--- src/rtl/traffic_pkg.sv ---
// rtl/traffic_pkg.sv - shared state codes, lamp patterns and duration helper
package traffic_pkg;

  typedef enum logic [2:0] {
    MAIN_G   = 3'd0,
    MAIN_Y   = 3'd1,
    ALLRED_A = 3'd2,
    SIDE_G   = 3'd3,
    SIDE_Y   = 3'd4,
    ALLRED_B = 3'd5
  } state_t;

  localparam logic [2:0] LT_R = 3'b100;
  localparam logic [2:0] LT_Y = 3'b010;
  localparam logic [2:0] LT_G = 3'b001;

  // A zero-length phase would never expire, so it is stretched to one cycle.
  function automatic int unsigned min_one(input int unsigned t);
    return (t == 0) ? 1 : t;
  endfunction

endpackage

--- src/rtl/traffic_phase_sequencer_timer.sv ---
// rtl/traffic_phase_sequencer_timer.sv - loadable phase down-counter that parks at 1
module phase_timer #(
  parameter int unsigned W = 11,
  parameter logic [W-1:0] INIT = 1
) (
  input  logic         clk,
  input  logic         reset,
  input  logic         load,
  input  logic [W-1:0] value,
  input  logic         en,
  output logic [W-1:0] remaining,
  output logic         expired
);

  // Count down while enabled; a load takes priority, and 1 is held until reloaded.
  always_ff @(posedge clk or posedge reset) begin
    if (reset) begin
      remaining <= INIT;
    end else if (en) begin
      if (load) begin
        remaining <= value;
      end else if (remaining > W'(1)) begin
        remaining <= remaining - W'(1);
      end
    end
  end

  assign expired = (remaining == W'(1));

endmodule

--- src/rtl/traffic_phase_sequencer.sv ---
// rtl/traffic_phase_sequencer.sv - two-road phase controller with pedestrian walk
module traffic_phase_sequencer
  import traffic_pkg::*;
#(
  parameter int unsigned W        = 11,
  parameter int unsigned T_GMIN   = 15,
  parameter int unsigned T_YEL    = 2,
  parameter int unsigned T_ALLRED = 1,
  parameter int unsigned T_SIDE   = 12,
  parameter int unsigned T_WALK   = 20
) (
  input  logic         clk,
  input  logic         reset,
  input  logic         enable,
  input  logic         car_side,
  input  logic         ped_req,
  output logic [2:0]   main_lt,
  output logic [2:0]   side_lt,
  output logic         walk,
  output logic [2:0]   phase,
  output logic [W-1:0] remaining,
  output logic         ped_pending
);

  localparam logic [W-1:0] D_GMIN   = W'(min_one(T_GMIN));
  localparam logic [W-1:0] D_YEL    = W'(min_one(T_YEL));
  localparam logic [W-1:0] D_ALLRED = W'(min_one(T_ALLRED));
  localparam logic [W-1:0] D_SIDE   = W'(min_one(T_SIDE));
  localparam logic [W-1:0] D_WALK   = W'(min_one(T_WALK));

  state_t       state, next_state;
  logic         load;
  logic [W-1:0] load_value;
  logic         expired;
  logic         capture;
  logic         walk_next;
  logic         walk_q;
  logic         pend_q;

  phase_timer #(.W(W), .INIT(D_ALLRED)) u_timer (
    .clk       (clk),
    .reset     (reset),
    .load      (load),
    .value     (load_value),
    .en        (enable),
    .remaining (remaining),
    .expired   (expired)
  );

  // Advance on expiry of an enabled cycle and load the next phase's duration.
  always_comb begin
    next_state = state;
    load       = 1'b0;
    load_value = D_GMIN;
    capture    = 1'b0;
    walk_next  = pend_q | ped_req;
    if (enable && expired) begin
      case (state)
        MAIN_G: begin
          if (car_side || pend_q) begin
            next_state = MAIN_Y;
            load       = 1'b1;
            load_value = D_YEL;
          end
        end
        MAIN_Y: begin
          next_state = ALLRED_A;
          load       = 1'b1;
          load_value = D_ALLRED;
        end
        ALLRED_A: begin
          next_state = SIDE_G;
          load       = 1'b1;
          capture    = 1'b1;
          load_value = walk_next ? D_WALK : D_SIDE;
        end
        SIDE_G: begin
          next_state = SIDE_Y;
          load       = 1'b1;
          load_value = D_YEL;
        end
        SIDE_Y: begin
          next_state = ALLRED_B;
          load       = 1'b1;
          load_value = D_ALLRED;
        end
        ALLRED_B: begin
          next_state = MAIN_G;
          load       = 1'b1;
          load_value = D_GMIN;
        end
        default: begin
          next_state = ALLRED_B;
          load       = 1'b1;
          load_value = D_ALLRED;
        end
      endcase
    end
  end

  // State register.
  always_ff @(posedge clk or posedge reset) begin
    if (reset) state <= ALLRED_B;
    else       state <= next_state;
  end

  // Walk decision is frozen at side-green entry for the whole side-green phase.
  always_ff @(posedge clk or posedge reset) begin
    if (reset)        walk_q <= 1'b0;
    else if (capture) walk_q <= walk_next;
  end

  // Pedestrian latch: set by any request, cleared only when a walk is served.
  always_ff @(posedge clk or posedge reset) begin
    if (reset)        pend_q <= 1'b0;
    else if (capture) pend_q <= 1'b0;
    else if (ped_req) pend_q <= 1'b1;
  end

  // Lamp decode purely from registered state.
  always_comb begin
    main_lt = LT_R;
    side_lt = LT_R;
    case (state)
      MAIN_G:  main_lt = LT_G;
      MAIN_Y:  main_lt = LT_Y;
      SIDE_G:  side_lt = LT_G;
      SIDE_Y:  side_lt = LT_Y;
      default: ;
    endcase
  end

  assign walk        = walk_q && (state == SIDE_G);
  assign phase       = state;
  assign ped_pending = pend_q;

endmodule

--- config.mk ---
export PLATFORM = sky130hd
export DESIGN_NAME = traffic_phase_sequencer
export DESIGN_NICKNAME = d
export VERILOG_FILES = /design/src/rtl/traffic_pkg.sv /design/src/rtl/traffic_phase_sequencer_timer.sv /design/src/rtl/traffic_phase_sequencer.sv
export SDC_FILE = /design/constraint.sdc
export NUM_CORES = 1
export LEC_CHECK = 0
export BUFFER_PORTS_ARGS = -buffer_cell sky130_fd_sc_hd__buf_2
export CAP_MARGIN = 20
export CELL_PAD_IN_SITES_DETAIL_PLACEMENT = 0
export CELL_PAD_IN_SITES_GLOBAL_PLACEMENT = 1
export CORE_UTILIZATION = 39
export DETAILED_ROUTE_END_ITERATION = 7
export PLACE_DENSITY_LB_ADDON = 0.1
export SYNTH_ARGS = -nofsm -noshare
export SYNTH_HDL_FRONTEND = slang
export SYNTH_HIERARCHICAL = 1
export SYNTH_SLANG_ARGS = --single-unit
--- constraint.sdc ---
create_clock -name clk -period 3.39 [get_ports clk]
set_input_delay 0.5085 -clock clk [delete_from_list [all_inputs] [get_ports clk]]
set_output_delay 0.5085 -clock clk [all_outputs]
set_load 0.02 [all_outputs]
# [Word-level counts from Yosys, hierarchy flattened]
# Cells that the tools add are included.
[op_classes] order_cmp=1 n_bitwise=1 add_sub_neg=1 n_reduce_logical=8 muxes=17 eq_ne=7
[op_table] cell="one-hot mux 11 bit (4 select lines)" n=1
[op_table] cell="2-to-1 mux 11 bit" n=3
[op_table] cell="one-hot mux 3 bit (5 select lines)" n=1
[op_table] cell="one-hot mux 3 bit (2 select lines)" n=2
[op_table] cell="equality test 11 x 1 -> 1 bit (second input constant)" n=1
[op_table] cell="> comparator 11 x 1 -> 1 bit (second input constant)" n=1
[op_table] cell="subtractor 11 x 1 -> 11 bit (second input constant)" n=1
[op_table] cell="2-to-1 mux 1 bit" n=7
[op_table] cell="equality test 3 x 2 -> 1 bit (second input constant)" n=2
[op_table] cell="equality test 3 bit (second input constant)" n=2
[op_table] cell="2-to-1 mux 5 bit" n=1
[op_table] cell="2-to-1 mux 4 bit" n=1
[op_table] cell="AND reduction 2 bit" n=2
[op_table] cell="nonzero test 2 bit" n=2
[op_table] cell="equality test 3 x 1 -> 1 bit (second input constant)" n=1
[op_table] cell="logical NOT 3 bit" n=1
[op_table] cell="2-to-1 mux 3 bit" n=1
[op_table] cell="logical AND 1 bit" n=2
[op_table] cell="!= test 2 bit (second input constant)" n=1
[op_table] cell="logical OR 1 bit" n=1
[op_table] cell="bitwise OR 1 bit" n=1
[totals] out_inout_bits=22 in_bits=5 regBits=16 wordCells=39

# [Logic depth before layout (Yosys ltp)]
[logic_depth] depth_word=6 mapped_depth=12 mapped_depth_nobuf=10

# [Cells and area by module]
# The synthesis kept the hierarchy.
[by_module_without_submodules] module="phase_timer" instances=1 seq_area_each_um2=276.5 cells_each=92 area_each_um2=785.8
[by_module_without_submodules] module="traffic_phase_sequencer" instances=1 seq_area_each_um2=127.6 cells_each=50 area_each_um2=419.2

# [Worst setup path before layout]
# Ideal clock, no wire load.
[synth_path] path_type="reg-to-reg" start="reg u_timer.remaining[2]" end="reg u_timer.remaining[1]" arrival_time_ns=3.138 setup_slack_ns=0.172 path_stages_with_launch=13 period_less_slack_ns=3.218 required_ns=3.311 cell_sequence="dfrtp_1 > or3_1 > or4_4 > buf_6 > nor2_1 > nand2_1 > a31oi_1 > clkbuf_1 > inv_1 > o21ai_0 > clkbuf_1 > o21a_1 > mux2i_1"
[synth_between] elab_chain_len=5
[synth_lines] element="start: declaration" line="traffic_phase_sequencer_timer.sv:11" source="output logic [W-1:0] remaining,"
[synth_lines] element="start signal: assignment" line="traffic_phase_sequencer_timer.sv:21" source="remaining <= value;"
[synth_lines] element="start signal: assignment" line="traffic_phase_sequencer_timer.sv:23" source="remaining <= remaining - W'(1);"
[synth_lines] element="equality test 11 x 1 -> 1 bit (*)" line="traffic_phase_sequencer_timer.sv:28" source="assign expired = (remaining == W'(1));"
[synth_lines] element="net expired" line="traffic_phase_sequencer.sv:34" source="logic expired;"
[synth_lines] element="logical AND 1 bit (*)" line="traffic_phase_sequencer.sv:57" source="if (enable && expired) begin"
[synth_lines] element="2-to-1 mux 1 bit (*)" line="traffic_phase_sequencer.sv:57"
[synth_lines] element="net load" line="traffic_phase_sequencer.sv:32" source="logic load;"
[synth_lines] element="nonzero test 2 bit (no line)"
[synth_lines] element="AND reduction 2 bit (no line)"
# Mark *: on every way through the listed nets, which the timed path passes. The rest lies on a longest branch.
# A chain may end at the register's enable or synchronous reset.

# [Worst setup path after layout]
# Ends and elaborated chain as after synthesis.

==> reports/metrics.cfg <==
[critical_path]
cp_max_fo=12
crit_chain=or3_1 > or4_4 > nor2_1 > nand2_1 > a31oi_2 > inv_1 > o21ai_0 > buf_4 > o21a_1 > mux2i_1
required_ns=3.61
slowest_delay_ns=0.60
critPathKind=register to register
startpoint_type=register
cp_slowest_cell=or4_4
timing.critical_path.buf_inv=2
worstPathArrival_ns=3.22
cp-end-kind=register
critical_path.top_delay_family=simple AND/OR/NAND/NOR gates

[timing]
rsz0062_at_grt=false
finalMaxSlewViolations=0
clock.fmax_mhz=333
period_minus_slack_ns=3.00
hold_slack_ns=0.117
hold_viol_final=0
skew_ns=0.00352
timing.final.crit_share=0.885
finalSetupTns_ns=0
setup_viol=0

[route]
drt_iter0_markers=73
wl_um=2920
antenna_left=0
num_vias=1154
wl_per_cell_um=14.5
via_per_inst=5.74
firstDrtPassIters=6
drcViolationCount=4

[place]
port_buffers=26
gp_congestion=0.791
dpl.hpwl_um=2140

[synthesis]
ys.flop_type=dfrtp_1
async_flop_share=1.00
synth_cells=142
seq_area_frac_synth=0.335
avgSynthCellArea_um2=8.49
syn_area_um2=1200
synthDistinctLibCells=44
synth_edf_count=0
yosys_register_bits=16
yosys_warnings=6

[finish]
area_growth_pct=15.1
n_antenna_cell=0
drive_above_1_share=0.259
final_cell_mix=buf_2, nor2_1, inv_1, dfrtp_1, nand2_1
fin_nets=178
layout_commonest_cell=buf_2

[floorplan]
io_pins=27
rows=19
die_w_um=57.6
start_util=0.422
dieArea_um2=3320
die_h_um=57.6
coreArea_um2=2850

[grt]
grt_max_degree=27
grt_pass1_vias=981
antenna_found_initial=0
grt_usage=0.191
grt_pass1_wl_um=4830
overflow=0

[clocking]
cts-buffers-inserted=3
clock_sinks=16
cts_max_level=1
cts_setup_buffers=0
root_buffer=clkbuf_4
cts_resized=0
clkTransAtPathRegs_ns=0.10
clock_latency_ns=0.29
clockBufferDepth=2
cts_tree=done
ctsHoldBuffers=0

[pwr]
power.leakage_nw=0.593
power_density_nw_per_um2=485
peakVddDrop_uv=282

[outcome]
status=finished, violations left
violations=design-rule violations

[run]
maxCapViolCount=0

[worst_hold_path]
min_path_type=input port to asynchronous set/reset pin

## sequential cells by signal, summed over array words and instances, names as in the netlist, named ones only
register           flops
u_timer/remaining     11
ped_pending            1
phase                  2
walk_q                 1
## report_power, final
group	internal, mW	switching, mW
clock	0.0458	0.0633
sequential	0.232	0.0612
combinational	0.110	0.161
## per-layer routing
layer / vias to the layer above / global-route usage / wire (um)
met4: 0 / 0.0836 / 45
met1: 544 / 0.308 / 1540
met2: 27 / 0.248 / 1210
met5: - / 0 / 0
met3: 5 / 0.0227 / 128
li1: 578 / - / -
## metrics by stage
| stage | util | setup slack (ns) | total power [mW] | area [um^2] | cells |
|---|---|---|---|---|---|
| 3_3_place_gp | 0.477 | 0.502 | 0.568 | 1360 | 197 |
| 2_1_floorplan | - | 0.172 | 0.470 | 1220 | 147 |
| 6_report | 0.486 | 0.391 | 0.673 | 1390 | 201 |
| 3_5_place_dp | 0.477 | 0.413 | 0.564 | 1360 | 197 |
| 4_1_cts | 0.486 | 0.394 | 0.679 | 1390 | 201 |
| 5_1_grt | 0.486 | 0.157 | 0.719 | 1390 | 201 |
## worst register-to-register path: cells and delay by family, from the launching register on
family / cells / cell delay, ns
buffers and inverters: 2 / 0.32
muxes: 1 / 0.23
AOI/OAI and AO/OA: 3 / 0.56
and+or+nand+nor: 4 / 1.34
DFF: 1 / 0.47
## logic make-up after synthesis
logic type | share of synthesized area
other | 0.00311
DFF | 0.335
muxes | 0.0519
AOI/OAI and AO/OA | 0.268
adders and majority gates | 0.0208
buffers and inverters | 0.0852
and+or+nand+nor | 0.228
xor gates and xnor gates | 0.00727
## synthesized netlist by cell type, drive strengths merged (3+ instances only)
| library cell | n | area [um^2] |
|---|---|---|
| inv | 13 | 48.8 |
| o211ai | 5 | 37.5 |
| nor3b | 3 | 38.8 |
| mux2i | 4 | 40.0 |
| clkbuf | 5 | 18.8 |
| nand2 | 8 | 30.0 |
| nor4 | 3 | 18.8 |
| nor3 | 4 | 20.0 |
| nor2 | 17 | 63.8 |
| dfrtp | 13 | 325 |
| dfstp | 3 | 78.8 |
| o2bb2ai | 4 | 35.0 |
| o2111ai | 3 | 26.3 |
| and2 | 3 | 21.3 |
| a31oi | 3 | 18.8 |
| or3 | 3 | 18.8 |
| a21oi | 4 | 20.0 |
| nand3 | 4 | 20.0 |
| o221ai | 4 | 35.0 |
| buf | 4 | 35.0 |
| o21ai | 9 | 45.0 |
## cell type report
| type | count | area (um^2) |
|---|---|---|
| clock buffers | 4 | 26.3 |
| inverters | 13 | 48.8 |
| flip-flops and latches | 16 | 404 |
| fillers | 303 | 1470 |
| well taps | 31 | 38.8 |
| multi-input cells | 109 | 723 |
| repair buffers | 28 | 145 |
## final timing paths
kind,from,slack [ns],depth (start not counted),to
max,u_timer/remaining[2],0.39,10,u_timer/remaining[1]
min,reset,0.12,2,ped_pending
max reg2reg,u_timer/remaining[2],0.39,10,u_timer/remaining[1]
min reg2reg,walk_q,0.53,2,walk_q
max in group asynchronous,reset,2.83,2,u_timer/remaining[0]
min in group clk,ped_req,0.52,3,walk_q
Power figures use the tool's default switching activity.
